==> src/rtl/hs_ram_arbiter_if.sv <==
// Bus bundle between the hiscore engine, the pause system, the game CPU and its work RAM.
// The slave modport is the arbiter's view; the master modport is everything around it.
interface hs_ram_arbiter_if #(
    parameter int ADDR_W = 16
);
    logic              cpu_ce;
    logic              pause_user;
    logic              hs_pause_req;
    logic              hs_access;
    logic              hs_we;
    logic [ADDR_W-1:0] hs_addr;
    logic [7:0]        hs_wdata;
    logic [ADDR_W-1:0] cpu_addr;
    logic              cpu_we;
    logic [7:0]        cpu_wdata;
    logic [7:0]        ram_rdata;
    logic [ADDR_W-1:0] ram_addr;
    logic              ram_we;
    logic [7:0]        ram_wdata;
    logic [7:0]        cpu_rdata;
    logic [7:0]        hs_rdata;
    logic              cpu_pause;
    logic              hs_grant;
    logic              timeout_err;

    modport master (
        output cpu_ce, pause_user, hs_pause_req, hs_access, hs_we, hs_addr, hs_wdata,
               cpu_addr, cpu_we, cpu_wdata, ram_rdata,
        input  ram_addr, ram_we, ram_wdata, cpu_rdata, hs_rdata, cpu_pause, hs_grant,
               timeout_err
    );

    modport slave (
        input  cpu_ce, pause_user, hs_pause_req, hs_access, hs_we, hs_addr, hs_wdata,
               cpu_addr, cpu_we, cpu_wdata, ram_rdata,
        output ram_addr, ram_we, ram_wdata, cpu_rdata, hs_rdata, cpu_pause, hs_grant,
               timeout_err
    );
endinterface

==> src/rtl/hs_ram_arbiter.sv <==
// Shares the CPU work-RAM port with the hiscore engine: pause the CPU at a bus-cycle
// boundary, let the bus quiesce, grant the port, then hold it briefly before handing it back.
module hs_ram_arbiter #(
    parameter int ADDR_W      = 16,
    parameter int QUIESCE_CYC = 4,
    parameter int RELEASE_CYC = 4,
    parameter int TIMEOUT_CYC = 65535
) (
    input logic             clk_49m,
    input logic             reset,
    hs_ram_arbiter_if.slave bus
);
    localparam int CNT_W  = 4;
    localparam int IDLE_W = $clog2(TIMEOUT_CYC + 1);

    localparam logic [CNT_W-1:0]  QUIESCE_LOAD = CNT_W'(QUIESCE_CYC - 1);
    localparam logic [CNT_W-1:0]  RELEASE_LOAD = CNT_W'(RELEASE_CYC - 1);
    localparam logic [IDLE_W-1:0] IDLE_LAST    = IDLE_W'(TIMEOUT_CYC - 1);

    typedef enum logic [2:0] {
        IDLE,
        DRAIN,
        QUIESCE,
        GRANT,
        RELEASE
    } state_t;

    state_t            state;
    logic [CNT_W-1:0]  cnt;
    logic [IDLE_W-1:0] idle_cnt;
    logic              hs_grant_q;
    logic              timeout_err_q;
    logic [ADDR_W-1:0] last_addr;

    // NOTE: sequential state uses <= so every flop samples pre-edge values; blocking
    // assignments here would make the result depend on statement order.
    always_ff @(posedge clk_49m or posedge reset) begin
        if (reset) begin
            state         <= IDLE;
            cnt           <= '0;
            idle_cnt      <= '0;
            hs_grant_q    <= 1'b0;
            timeout_err_q <= 1'b0;
            last_addr     <= '0;
        end else begin
            last_addr <= bus.ram_addr;
            case (state)
                IDLE: begin
                    if (bus.hs_pause_req) state <= DRAIN;
                end
                DRAIN: begin
                    // A withdrawn request wins over a boundary in the same cycle.
                    if (!bus.hs_pause_req) begin
                        state <= IDLE;
                    end else if (bus.cpu_ce) begin
                        state <= QUIESCE;
                        cnt   <= QUIESCE_LOAD;
                    end
                end
                QUIESCE: begin
                    if (!bus.hs_pause_req) begin
                        state <= IDLE;
                    end else if (cnt == '0) begin
                        state      <= GRANT;
                        hs_grant_q <= 1'b1;
                        idle_cnt   <= '0;
                    end else begin
                        cnt <= cnt - 1'b1;
                    end
                end
                GRANT: begin
                    if (!bus.hs_pause_req && !bus.hs_access) begin
                        state      <= RELEASE;
                        cnt        <= RELEASE_LOAD;
                        hs_grant_q <= 1'b0;
                    end else if (bus.hs_access) begin
                        idle_cnt <= '0;
                    end else if (idle_cnt == IDLE_LAST) begin
                        // Engine holds the port without using it: take it back.
                        state         <= RELEASE;
                        cnt           <= RELEASE_LOAD;
                        hs_grant_q    <= 1'b0;
                        timeout_err_q <= 1'b1;
                    end else begin
                        idle_cnt <= idle_cnt + 1'b1;
                    end
                end
                RELEASE: begin
                    if (cnt == '0) state <= IDLE;
                    else           cnt   <= cnt - 1'b1;
                end
                default: state <= IDLE;
            endcase
        end
    end

    // NOTE: every output gets a default before the case so no path leaves one unassigned,
    // which would otherwise infer a latch.
    always_comb begin
        bus.ram_addr  = bus.cpu_addr;
        bus.ram_we    = bus.cpu_we;
        bus.ram_wdata = bus.cpu_wdata;
        case (state)
            QUIESCE: begin
                bus.ram_addr  = last_addr;
                bus.ram_we    = 1'b0;
                bus.ram_wdata = '0;
            end
            GRANT: begin
                bus.ram_addr  = bus.hs_addr;
                bus.ram_we    = bus.hs_we & bus.hs_access;
                bus.ram_wdata = bus.hs_wdata;
            end
            RELEASE: begin
                bus.ram_addr  = bus.hs_addr;
                bus.ram_we    = 1'b0;
                bus.ram_wdata = bus.hs_wdata;
            end
            default: ;
        endcase
    end

    // Read data is broadcast; each consumer qualifies it by its own ownership.
    assign bus.cpu_rdata   = bus.ram_rdata;
    assign bus.hs_rdata    = bus.ram_rdata;
    assign bus.cpu_pause   = bus.pause_user | (state != IDLE);
    assign bus.hs_grant    = hs_grant_q;
    assign bus.timeout_err = timeout_err_q;
endmodule

==> src/flat_wrapper.sv <==
// flat-port wrapper written by rule: the top's interface ports become plain ports
module hs_ram_arbiter_flat 
#(
    parameter int ADDR_W      = 16,
    parameter int QUIESCE_CYC = 4,
    parameter int RELEASE_CYC = 4,
    parameter int TIMEOUT_CYC = 65535
)
  (clk_49m, reset, bus_cpu_ce, bus_pause_user, bus_hs_pause_req, bus_hs_access, bus_hs_we, bus_hs_addr, bus_hs_wdata, bus_cpu_addr, bus_cpu_we, bus_cpu_wdata, bus_ram_rdata, bus_ram_addr, bus_ram_we, bus_ram_wdata, bus_cpu_rdata, bus_hs_rdata, bus_cpu_pause, bus_hs_grant, bus_timeout_err);
  hs_ram_arbiter_if #(.ADDR_W(ADDR_W)) bus_i ();
  input logic clk_49m;
  input logic reset;
  input wire logic [$bits(bus_i.cpu_ce)-1:0] bus_cpu_ce;
  input wire logic [$bits(bus_i.pause_user)-1:0] bus_pause_user;
  input wire logic [$bits(bus_i.hs_pause_req)-1:0] bus_hs_pause_req;
  input wire logic [$bits(bus_i.hs_access)-1:0] bus_hs_access;
  input wire logic [$bits(bus_i.hs_we)-1:0] bus_hs_we;
  input wire logic [$bits(bus_i.hs_addr)-1:0] bus_hs_addr;
  input wire logic [$bits(bus_i.hs_wdata)-1:0] bus_hs_wdata;
  input wire logic [$bits(bus_i.cpu_addr)-1:0] bus_cpu_addr;
  input wire logic [$bits(bus_i.cpu_we)-1:0] bus_cpu_we;
  input wire logic [$bits(bus_i.cpu_wdata)-1:0] bus_cpu_wdata;
  input wire logic [$bits(bus_i.ram_rdata)-1:0] bus_ram_rdata;
  output wire logic [$bits(bus_i.ram_addr)-1:0] bus_ram_addr;
  output wire logic [$bits(bus_i.ram_we)-1:0] bus_ram_we;
  output wire logic [$bits(bus_i.ram_wdata)-1:0] bus_ram_wdata;
  output wire logic [$bits(bus_i.cpu_rdata)-1:0] bus_cpu_rdata;
  output wire logic [$bits(bus_i.hs_rdata)-1:0] bus_hs_rdata;
  output wire logic [$bits(bus_i.cpu_pause)-1:0] bus_cpu_pause;
  output wire logic [$bits(bus_i.hs_grant)-1:0] bus_hs_grant;
  output wire logic [$bits(bus_i.timeout_err)-1:0] bus_timeout_err;
  assign bus_i.cpu_ce = bus_cpu_ce;
  assign bus_i.pause_user = bus_pause_user;
  assign bus_i.hs_pause_req = bus_hs_pause_req;
  assign bus_i.hs_access = bus_hs_access;
  assign bus_i.hs_we = bus_hs_we;
  assign bus_i.hs_addr = bus_hs_addr;
  assign bus_i.hs_wdata = bus_hs_wdata;
  assign bus_i.cpu_addr = bus_cpu_addr;
  assign bus_i.cpu_we = bus_cpu_we;
  assign bus_i.cpu_wdata = bus_cpu_wdata;
  assign bus_i.ram_rdata = bus_ram_rdata;
  assign bus_ram_addr = bus_i.ram_addr;
  assign bus_ram_we = bus_i.ram_we;
  assign bus_ram_wdata = bus_i.ram_wdata;
  assign bus_cpu_rdata = bus_i.cpu_rdata;
  assign bus_hs_rdata = bus_i.hs_rdata;
  assign bus_cpu_pause = bus_i.cpu_pause;
  assign bus_hs_grant = bus_i.hs_grant;
  assign bus_timeout_err = bus_i.timeout_err;
  hs_ram_arbiter #(.ADDR_W(ADDR_W), .QUIESCE_CYC(QUIESCE_CYC), .RELEASE_CYC(RELEASE_CYC), .TIMEOUT_CYC(TIMEOUT_CYC)) u_core (.clk_49m(clk_49m), .reset(reset), .bus(bus_i));
endmodule
==> config.mk <==
export PLATFORM = sky130hd
export DESIGN_NAME = hs_ram_arbiter_flat
export DESIGN_NICKNAME = d
export VERILOG_FILES = /design/src/rtl/hs_ram_arbiter_if.sv /design/src/rtl/hs_ram_arbiter.sv /design/src/flat_wrapper.sv
export SDC_FILE = /design/constraint.sdc
export NUM_CORES = 1
export LEC_CHECK = 0
export ABC_CLOCK_PERIOD_IN_PS = 2450
export CAP_MARGIN = 20
export CORE_ASPECT_RATIO = 0.8
export CORE_MARGIN = 2
export CORE_UTILIZATION = 40
export DETAILED_ROUTE_END_ITERATION = 10
export GPL_TIMING_DRIVEN = 0
export PLACE_DENSITY = 0.86
export SYNTH_ARGS = -nofsm -noshare
export SYNTH_HDL_FRONTEND = slang
export SYNTH_SLANG_ARGS = --single-unit
==> constraint.sdc <==
create_clock -name clk_49m -period 2.45 [get_ports clk_49m]
set_input_delay 0.245 -clock clk_49m [delete_from_list [all_inputs] [get_ports clk_49m]]
set_output_delay 0.245 -clock clk_49m [all_outputs]
set_load 0.05 [all_outputs]
==> results of run 1 <==
==> cell type report <==
class,instances,area (µm²)
Buffer,29,214
Multi-Input combinational cell,212,1240
Clock buffer,7,96.3
Clock inverter,1,8.76
Sequential cell,41,1030
Inverter,6,22.5
Fill cell,515,2310
Timing Repair Buffer,101,963
Tap cell,81,101
==> worst register-to-register path: cells and delay by family, from the launching register on <==
family	cells	cell delay (ns)
compound gates	3	0.85
simple gates	2	0.42
flops	1	0.39
fa+ha+maj	1	0.19
buf+inv	1	0.09
==> worst paths after layout <==
kind / end / slack, ns / depth (start not counted)
setup / recovery: bus_ram_we / 0.11 / 8
hold / removal: u_core.bus.hs_grant / 0.28 / 3
setup reg to reg: u_core.cnt[2] / 0.40 / 7
hold reg to reg: u_core.bus.timeout_err / 0.48 / 1
max in group asynchronous: u_core.state[2] / 1.48 / 2
min in group asynchronous: u_core.idle_cnt[13] / 0.43 / 2
==> synthesized netlist by cell type, types with 2 or more instances <==
master and number:
nand2_1 73, a31oi_1 16, nor3_1 3, nor2_2 2, inv_1 6, o21ai_1 2
buf_2 5, nor4_1 3, a32o_1 2, nand4_1 3, a21o_1 2, ha_1 4
clkbuf_1 4, a21bo_2 2, a22oi_1 16, nand3_1 13, o21ai_0 11, nor2_1 14
buf_4 17, dfrtp_1 41, and2_1 2, nand2_2 2, nor3b_1 2, nand2b_1 3
and3_1 2, a41oi_1 4, a21oi_1 9, buf_6 4
==> cells in the final DEF, fill, tap and decap left out, types with 10 or more instances in the layout <==
cell type / Yosys / routed
dfrtp_1: 41 / 41
clkdlybuf4s50_1: 0 / 73
a22oi_1: 16 / 16
nand2_1: 73 / 73
nor2_1: 14 / 14
nand3_1: 13 / 13
a31oi_1: 16 / 16
clkdlybuf4s15_2: 0 / 10
clkbuf_4: 0 / 10
buf_4: 17 / 20
==> repair_timing <==
item | in CTS | in global routing
setup buffers | 2 | 1
endpoints found under the setup margin | 25 | 24
pin swaps | 1 | 0
gates resized for setup | 102 | 19
==> state kept, by name (all words and copies together) (netlist names) <==
signal	flops
u_core.cnt	4
u_core.bus.timeout_err	1
u_core.last_addr	16
u_core.idle_cnt	16
u_core.bus.hs_grant	1
u_core.state	3
==> where the power goes <==
part           internal [mW]  total (mW)  switching, mW
Clock                  0.260       0.513          0.253
Combinational          0.869        2.77           1.90
Sequential             0.879       0.995          0.116
Total                   2.01        4.28           2.27
==> layer usage <==
metal	wire, µm	vias up
met1	2840	1244
li1	-	1238
met5	0	-
met3	541	13
met2	3600	109
met4	54	0
==> logic make-up after synthesis <==
logic type | after synthesis | share of synthesized area
simple gates | 130 | 0.250
compound gates | 77 | 0.220
flops | 41 | 0.412
buf+inv | 36 | 0.0944
fa+ha+maj | 4 | 0.0201
xor+xnor | 1 | 0.00351
==> impl_summary.txt, run 1 <==
----------------------------------------------------
[Clock tree]
  Clock transition at the registers of the reported paths ... 0.08 ns
  Clock tree from TritonCTS ... built
  Number of buffers created by CTS ... 5
  Clk buf depth ... 2
  Max H-tree Level ... 2
  Source-to-sink clock delay at the later pin of the worst-skew pair ... 0.30 ns
  Hold Buf Count CTS ... 0
  Sink Count ... 41
  Clock tree root driver cell ... clkbuf_8

[Pwr]
  Static power due to leakage ... 1.63 nW
  Total power density per cell area ... 1170 mW/mm²
  Peak ir drop on the vdd network ... 0.919 mV
  Power after layout ... 4.28 mW

[Placed design]
  Gp weighted congestion ... ~0.87
  HPWL Detailed ... between 5000 and 6000 µm
  Cell Count Post-Placement ... around 470
  Dpl cell area ... 0.00357 mm²
  Post-placement setup slack ... -0.501 ns
  PortBufs ... 98

[Floorplan]
  Number of placed I/O pins ... 108
  Number of placement rows ... 25
  Chip width ... 92.3 µm
  Core Area ... 0.00597 mm²
  Die area ... 0.00688 mm²
  Die height ... roughly 75 µm
  Initial Util ... 0.417

[Routing]
  1st-pass router iterations ... 5
  Remaining antenna violation count ... 0
  Routed wire length per instance ... 14.7 µm
  Iteration-0 DRC count of the detailed router ... roughly 250
  Via density ... 5.45
  # DRC ... 0
  Total number of vias ... between 2k and 3k
  Total wirelength of the detailed-routed design ... approximately 7000 µm

[Timing]
  Min Hold Slack ... 0.284 ns
  Final-layout setup total negative slack ... 0 ns
  Slew Viols, Final ... 0
  F_max ... 428 MHz
  Slew at the pin with the worst max-slew slack ... approximately 0.85 ns
  Final setup slack of the worst path ... roughly 0.11 ns
  Final setup skew ... 0.0136 ns
  Portion of the clock cycle consumed by the worst path in the final layout ... 0.953
  Worst slew margin relative to its limit ... 0.433
  Count of endpoints failing hold in the final timing report ... 0
  Setup repair after global routing missed its margin ... no
  Setup-violating endpoint count in the final report ... 0
  Final critical path time including I/O delays and setup ... 2.34 ns

[Global routing]
  Layer with the highest usage ... met2
  Met3 global-route usage ... 0.0578
  Gr usage total ... 0.195
  Number of global-route vias before repair ... roughly 2.3k
  M1 GR Usage ... 0.250
  GR Layer Usage met2 ... 0.342
  First-pass GRT wire length ... ~11000 µm
  Remaining global-route overflow ... 0
  Maximum number of pins on one net before global-route repair ... 42
  Initial antenna violation count ... 0

[Yosys]
  Sequential-to-total area share from yosys stat ... 0.412
  Largest cells by area after synthesis ... dfrtp_1 (41%), nand2_1 (11%), buf_4 (5.1%), a22oi_1 (4.8%), a31oi_1 (4.0%)
  Synthesized net count ... 357
  YS warnings ... 0
  Number of distinct library cells after synthesis ... 50
  Synthesized area per cell ... 8.62 µm²
  Cells after synthesis ... 289
  Dominant cell type by area after synthesis ... dfrtp_1
  Number of enable flip-flop cells after synthesis ... 0
  Fraction of registers with async set or reset after synthesis ... 1.00
  Fraction of synthesized cell area taken by the top area cell type ... 0.412
  Post-synthesis instance area ... between 0.002 and 0.0025 mm²
  #FFs+latches synth ... 41
  Flip-flop cell with the highest count after synthesis ... dfrtp_1

[Cells and area]
  Core utilization of the finished layout ... 0.614
  Number of antenna diodes ... 0
  Fraction of layout cells with a size suffix above 1 ... 0.202
  Area of all placed cells without fillers ... approximately 0.0037 mm²
  Number of nets in the layout ... approximately 460
  Cell Count, Final, Fillers Out ... around 480
  Synth-to-layout area growth ... 47.2%

[Setup path]
  Cell with the largest stage delay on the worst path ... dfrtp_1
  Buffers & Inverters on Critical Path ... 4
  Arrival time of the worst setup path ... 2.09 ns
  Slowest stage delay, CP ... 0.41 ns
  Critical path class ... reg -> out
  Crit path max-delay family ... buffers and inverters
  Worst-path fanout max ... 10
  Crit path required time ... 2.20 ns
  Startpoint of the worst register-to-register path ... u_core.cnt[0]
  CP Launch Point ... u_core.state[0]
  Ordered cell list for the critical path ... buf_6 > nor2_1 > and2_1 > buf_2 > nor2_4 > buf_4 > a32o_1 > clkdlybuf4s15_2
  Critical Path End Type ... primary output
  Type of origin of the critical path ... register

[Flow run]
  Number of max-capacitance violations reported ... 0

[Hold path]
  Startpoint of the tightest hold check path ... bus_hs_pause_req
  Class of the tightest hold or removal check ... in -> reg

[Status]
  Outcome ... finished clean

----------------------------------------------------
Note: power is estimated with default switching activity, not from simulation.
==> run 2: changes to the inputs <==
--- a/config.mk
+++ b/config.mk
@@ -5,14 +5,16 @@
 export SDC_FILE = /design/constraint.sdc
 export NUM_CORES = 1
 export LEC_CHECK = 0
+export ABC_AREA = 1
 export ABC_CLOCK_PERIOD_IN_PS = 2450
 export CAP_MARGIN = 20
 export CORE_ASPECT_RATIO = 0.8
 export CORE_MARGIN = 2
-export CORE_UTILIZATION = 40
+export CORE_UTILIZATION = 43
 export DETAILED_ROUTE_END_ITERATION = 10
 export GPL_TIMING_DRIVEN = 0
-export PLACE_DENSITY = 0.86
+export HOLD_SLACK_MARGIN = 0.08
+export PLACE_DENSITY = 0.89
 export SYNTH_ARGS = -nofsm -noshare
 export SYNTH_HDL_FRONTEND = slang
 export SYNTH_SLANG_ARGS = --single-unit
==> impl_summary.txt, run 2 <==
----------------------------------------------------
[Cells and area]
  Number of fillers in the final layout ... 530 (+2.9%)
  Commonest non-fill, non-tap cell in the layout ... nand2_1
  Commonest non-fill, non-tap cells in the layout ... nand2_1 (101), clkdlybuf4s50_1 (74), dfrtp_1 (40), buf_2 (21)
  Number of antenna diodes ... 0 (unchanged)
  Number of nets in the layout ... 490 (+5.6%)
  Core utilization of the finished layout ... 0.635 (+0.0211)
  Top Registers ... u_core.idle_cnt x16, u_core.last_addr x16, u_core.cnt x4
  Synth-to-layout area growth ... 43.4%
  Sequential Area ... 0.00103 mm² (+0.12%)
  Total area of multi-input combinational cells ... 0.00133 mm² (+7.5%)
  Fraction of layout cells with a size suffix above 1 ... 0.210 (+0.00889)

[Clock tree]
  Sink Count ... 41 (unchanged)
  Post-CTS setup buffers ... 0 (-2)
  Clock tree root driver cell ... clkbuf_8
  Hold Buf Count CTS ... 0 (unchanged)
  Clock tree from TritonCTS ... built
  Max H-tree Level ... 2 (unchanged)
  Number of buffers created by CTS ... 5 (unchanged)
  Clk buf depth ... 2 (unchanged)
  Gates resized, CTS repair ... 66 (-35%)
  Clock transition at the registers of the reported paths ... 0.08 ns (about the same)
  Source-to-sink clock delay at the later pin of the worst-skew pair ... 0.30 ns (about the same)

[Status]
  Outcome ... finished clean

[Hold path]
  Class of the tightest hold or removal check ... in -> async

[Yosys]
  Number of distinct library cells after synthesis ... 35 (-30%)
  Fraction of registers with async set or reset after synthesis ... 1.00 (unchanged)
  Synthesized area per cell ... 8.24 µm² (-4.4%)
  Synthesized net count ... 384 (+7.6%)
  Sequential-to-total area share from yosys stat ... 0.394 (-0.0178)
  Fraction of synthesized cell area taken by the top area cell type ... 0.394 (-0.0178)
  Top post-synthesis cells by count ... nand2_1 (101), dfrtp_1 (41), buf_4 (18), nor2_1 (18)
  Post-synthesis instance area ... 0.00260 mm² (+4.5%)
  YS warnings ... 0 (unchanged)
  #FFs+latches synth ... 41 (unchanged)
  Largest cells by area after synthesis ... dfrtp_1 (39%), nand2_1 (15%), buf_4 (5.2%), a22oi_1 (4.6%), o21ai_2 (3.7%)
  Flip-flop cell with the highest count after synthesis ... dfrtp_1
  Cells after synthesis ... 316 (+9.3%)
  Most numerous cell in the Yosys netlist ... nand2_1
  Dominant cell type by area after synthesis ... dfrtp_1
  Number of enable flip-flop cells after synthesis ... 0 (unchanged)

[Timing]
  Slew Viols, Final ... 0 (unchanged)
  Final critical path time including I/O delays and setup ... 2.30 ns (-0.0393 ns)
  Worst slew margin relative to its limit ... 0.435 (+0.00102)
  Setup repair after global routing missed its margin ... no
  Setup-violating endpoint count in the final report ... 0 (unchanged)
  Portion of the clock cycle consumed by the worst path in the final layout ... 0.937 (-0.0160)
  Final setup skew ... 0.00640 ns (-0.00721 ns)
  F_max ... 436 MHz (+1.7%)
  Count of endpoints failing hold in the final timing report ... 0 (unchanged)
  Slew at the pin with the worst max-slew slack ... 0.847 ns (-0.00153 ns)
  Min Hold Slack ... 0.439 ns (+0.154 ns)

[Placed design]
  HPWL Detailed ... 5340 µm (+1.6%)
  PortBufs ... 99 (+1.0%)
  Gp weighted congestion ... 0.886 (+1.4%)

[Routing]
  Iteration-0 DRC count of the detailed router ... 170 (-31%)
  Routed wire length per instance ... 13.6 µm (-7.3%)
  Remaining antenna violation count ... 0 (unchanged)
  1st-pass router iterations ... 4 (-1)
  Total number of vias ... 2556 (-1.8%)
  Via density ... 5.07 (-6.9%)
  # DRC ... 0 (unchanged)
  Total wirelength of the detailed-routed design ... 6880 µm (-2.2%)

[Global routing]
  First-pass GRT wire length ... 11200 µm (+3.6%)
  Maximum number of pins on one net before global-route repair ... 42 (unchanged)
  Initial antenna violation count ... 0 (unchanged)
  Number of global-route vias before repair ... 2405 (+2.4%)
  Gr usage total ... 0.205 (+0.0100)
  Remaining global-route overflow ... 0 (unchanged)

[Setup path]
  Worst-path fanout max ... 10 (unchanged)
  Critical Path End Type ... primary output
  Arrival time of the worst setup path ... 2.05 ns (-0.04 ns)
  Crit path required time ... 2.20 ns (about the same)
  Critical path class ... reg -> out
  Type of origin of the critical path ... register

[Floorplan]
  Chip width ... 91.0 µm (-1.3%)
  Number of placed I/O pins ... 108 (unchanged)
  Number of placement rows ... 25 (unchanged)
  Core Area ... 0.00588 mm² (-1.6%)
  Die height ... 73.6 µm (-1.3%)
  Initial Util ... 0.443 (+0.0258)
  Die area ... 0.00670 mm² (-2.6%)

[Pwr]
  Peak ir drop on the vdd network ... 0.761 mV (-17%)
  Power after layout ... 4.16 mW (-2.6%)
  Static power due to leakage ... 1.73 nW (+5.7%)
  Total power density per cell area ... 1110 mW/mm² (-4.4%)

[Flow run]
  Number of max-capacitance violations reported ... 0 (unchanged)

----------------------------------------------------
[run 2: where the power goes]
| group | internal, mW | switching (mW) | total [mW] | leakage, nW |
|---|---|---|---|---|
| registers | 0.876 | 0.121 | 0.996 | 0.529 |
| clock network | 0.405 | 0.241 | 0.646 | 0.0681 |
| logic | 0.711 | 1.81 | 2.52 | 1.13 |
[run 2: area by class of cell]
type | instances | area share
well taps | 81 | 0.0271
clock inverters | 3 | 0.0174
multi-input cells | 232 | 0.356
clock buffers | 5 | 0.0184
plain buffers | 24 | 0.0482
flip-flops and latches | 41 | 0.275
inverters | 19 | 0.0198
repair buffers | 99 | 0.238
[run 2: final timing paths]
| check | startpoint | slack, ns | cells past startpoint | endpoint |
|---|---|---|---|---|
| min in group clk_49m | u_core.bus.timeout_err | 0.49 | 1 | u_core.bus.timeout_err |
| setup reg to reg | u_core.idle_cnt[0] | 0.73 | 9 | u_core.cnt[3] |
| max in group asynchronous | reset | 1.43 | 2 | u_core.state[0] |
| hold reg to reg | u_core.bus.timeout_err | 0.49 | 1 | u_core.bus.timeout_err |
| setup / recovery | u_core.state[1] | 0.15 | 7 | bus_ram_wdata[4] |
| hold / removal | reset | 0.44 | 2 | u_core.last_addr[14] |
[run 2: metal layers]
| layer | GRT usage | up-vias | wire, µm |
|---|---|---|---|
| met5 | 0 | - | 0 |
| met4 | 0.0438 | 0 | 34 |
| met3 | 0.0400 | 5 | 378 |
| met2 | 0.339 | 80 | 3480 |
| met1 | 0.285 | 1222 | 2990 |
| li1 | - | 1249 | - |
[run 2: cells by family (layout without fill, tap and decap cells)]
logic type                 after synthesis  in the layout  synth area share
and+or+nand+nor                        169            169             0.311
AOI/OAI and AO/OA                       49             49             0.146
adders and majority gates                4              4            0.0192
xor gates and xnor gates                10             10            0.0336
buffers and inverters                   43            150            0.0961
DFF                                     41             41             0.394
[run 2: worst max-delay path: stages, from the launching register on]
cell             delay, ns
dfrtp_1               0.37
clkbuf_4              0.20
nor2_2                0.15
nand2_2               0.13
nand2_4               0.14
buf_2                 0.24
a22o_1                0.16
clkdlybuf4s18_2       0.36
[run 2: stage by stage]
step	worst slack [ns]	instance area [µm²]	std cells	setup TNS, ns
floorplan	0.630	2610	316	0
detailed placement	-0.231	3700	496	-2.01
global placement	-0.150	3700	496	-1.34
CTS	0.0581	3850	504	0
global route	0.00993	3730	504	0
finish	0.154	3730	504	0
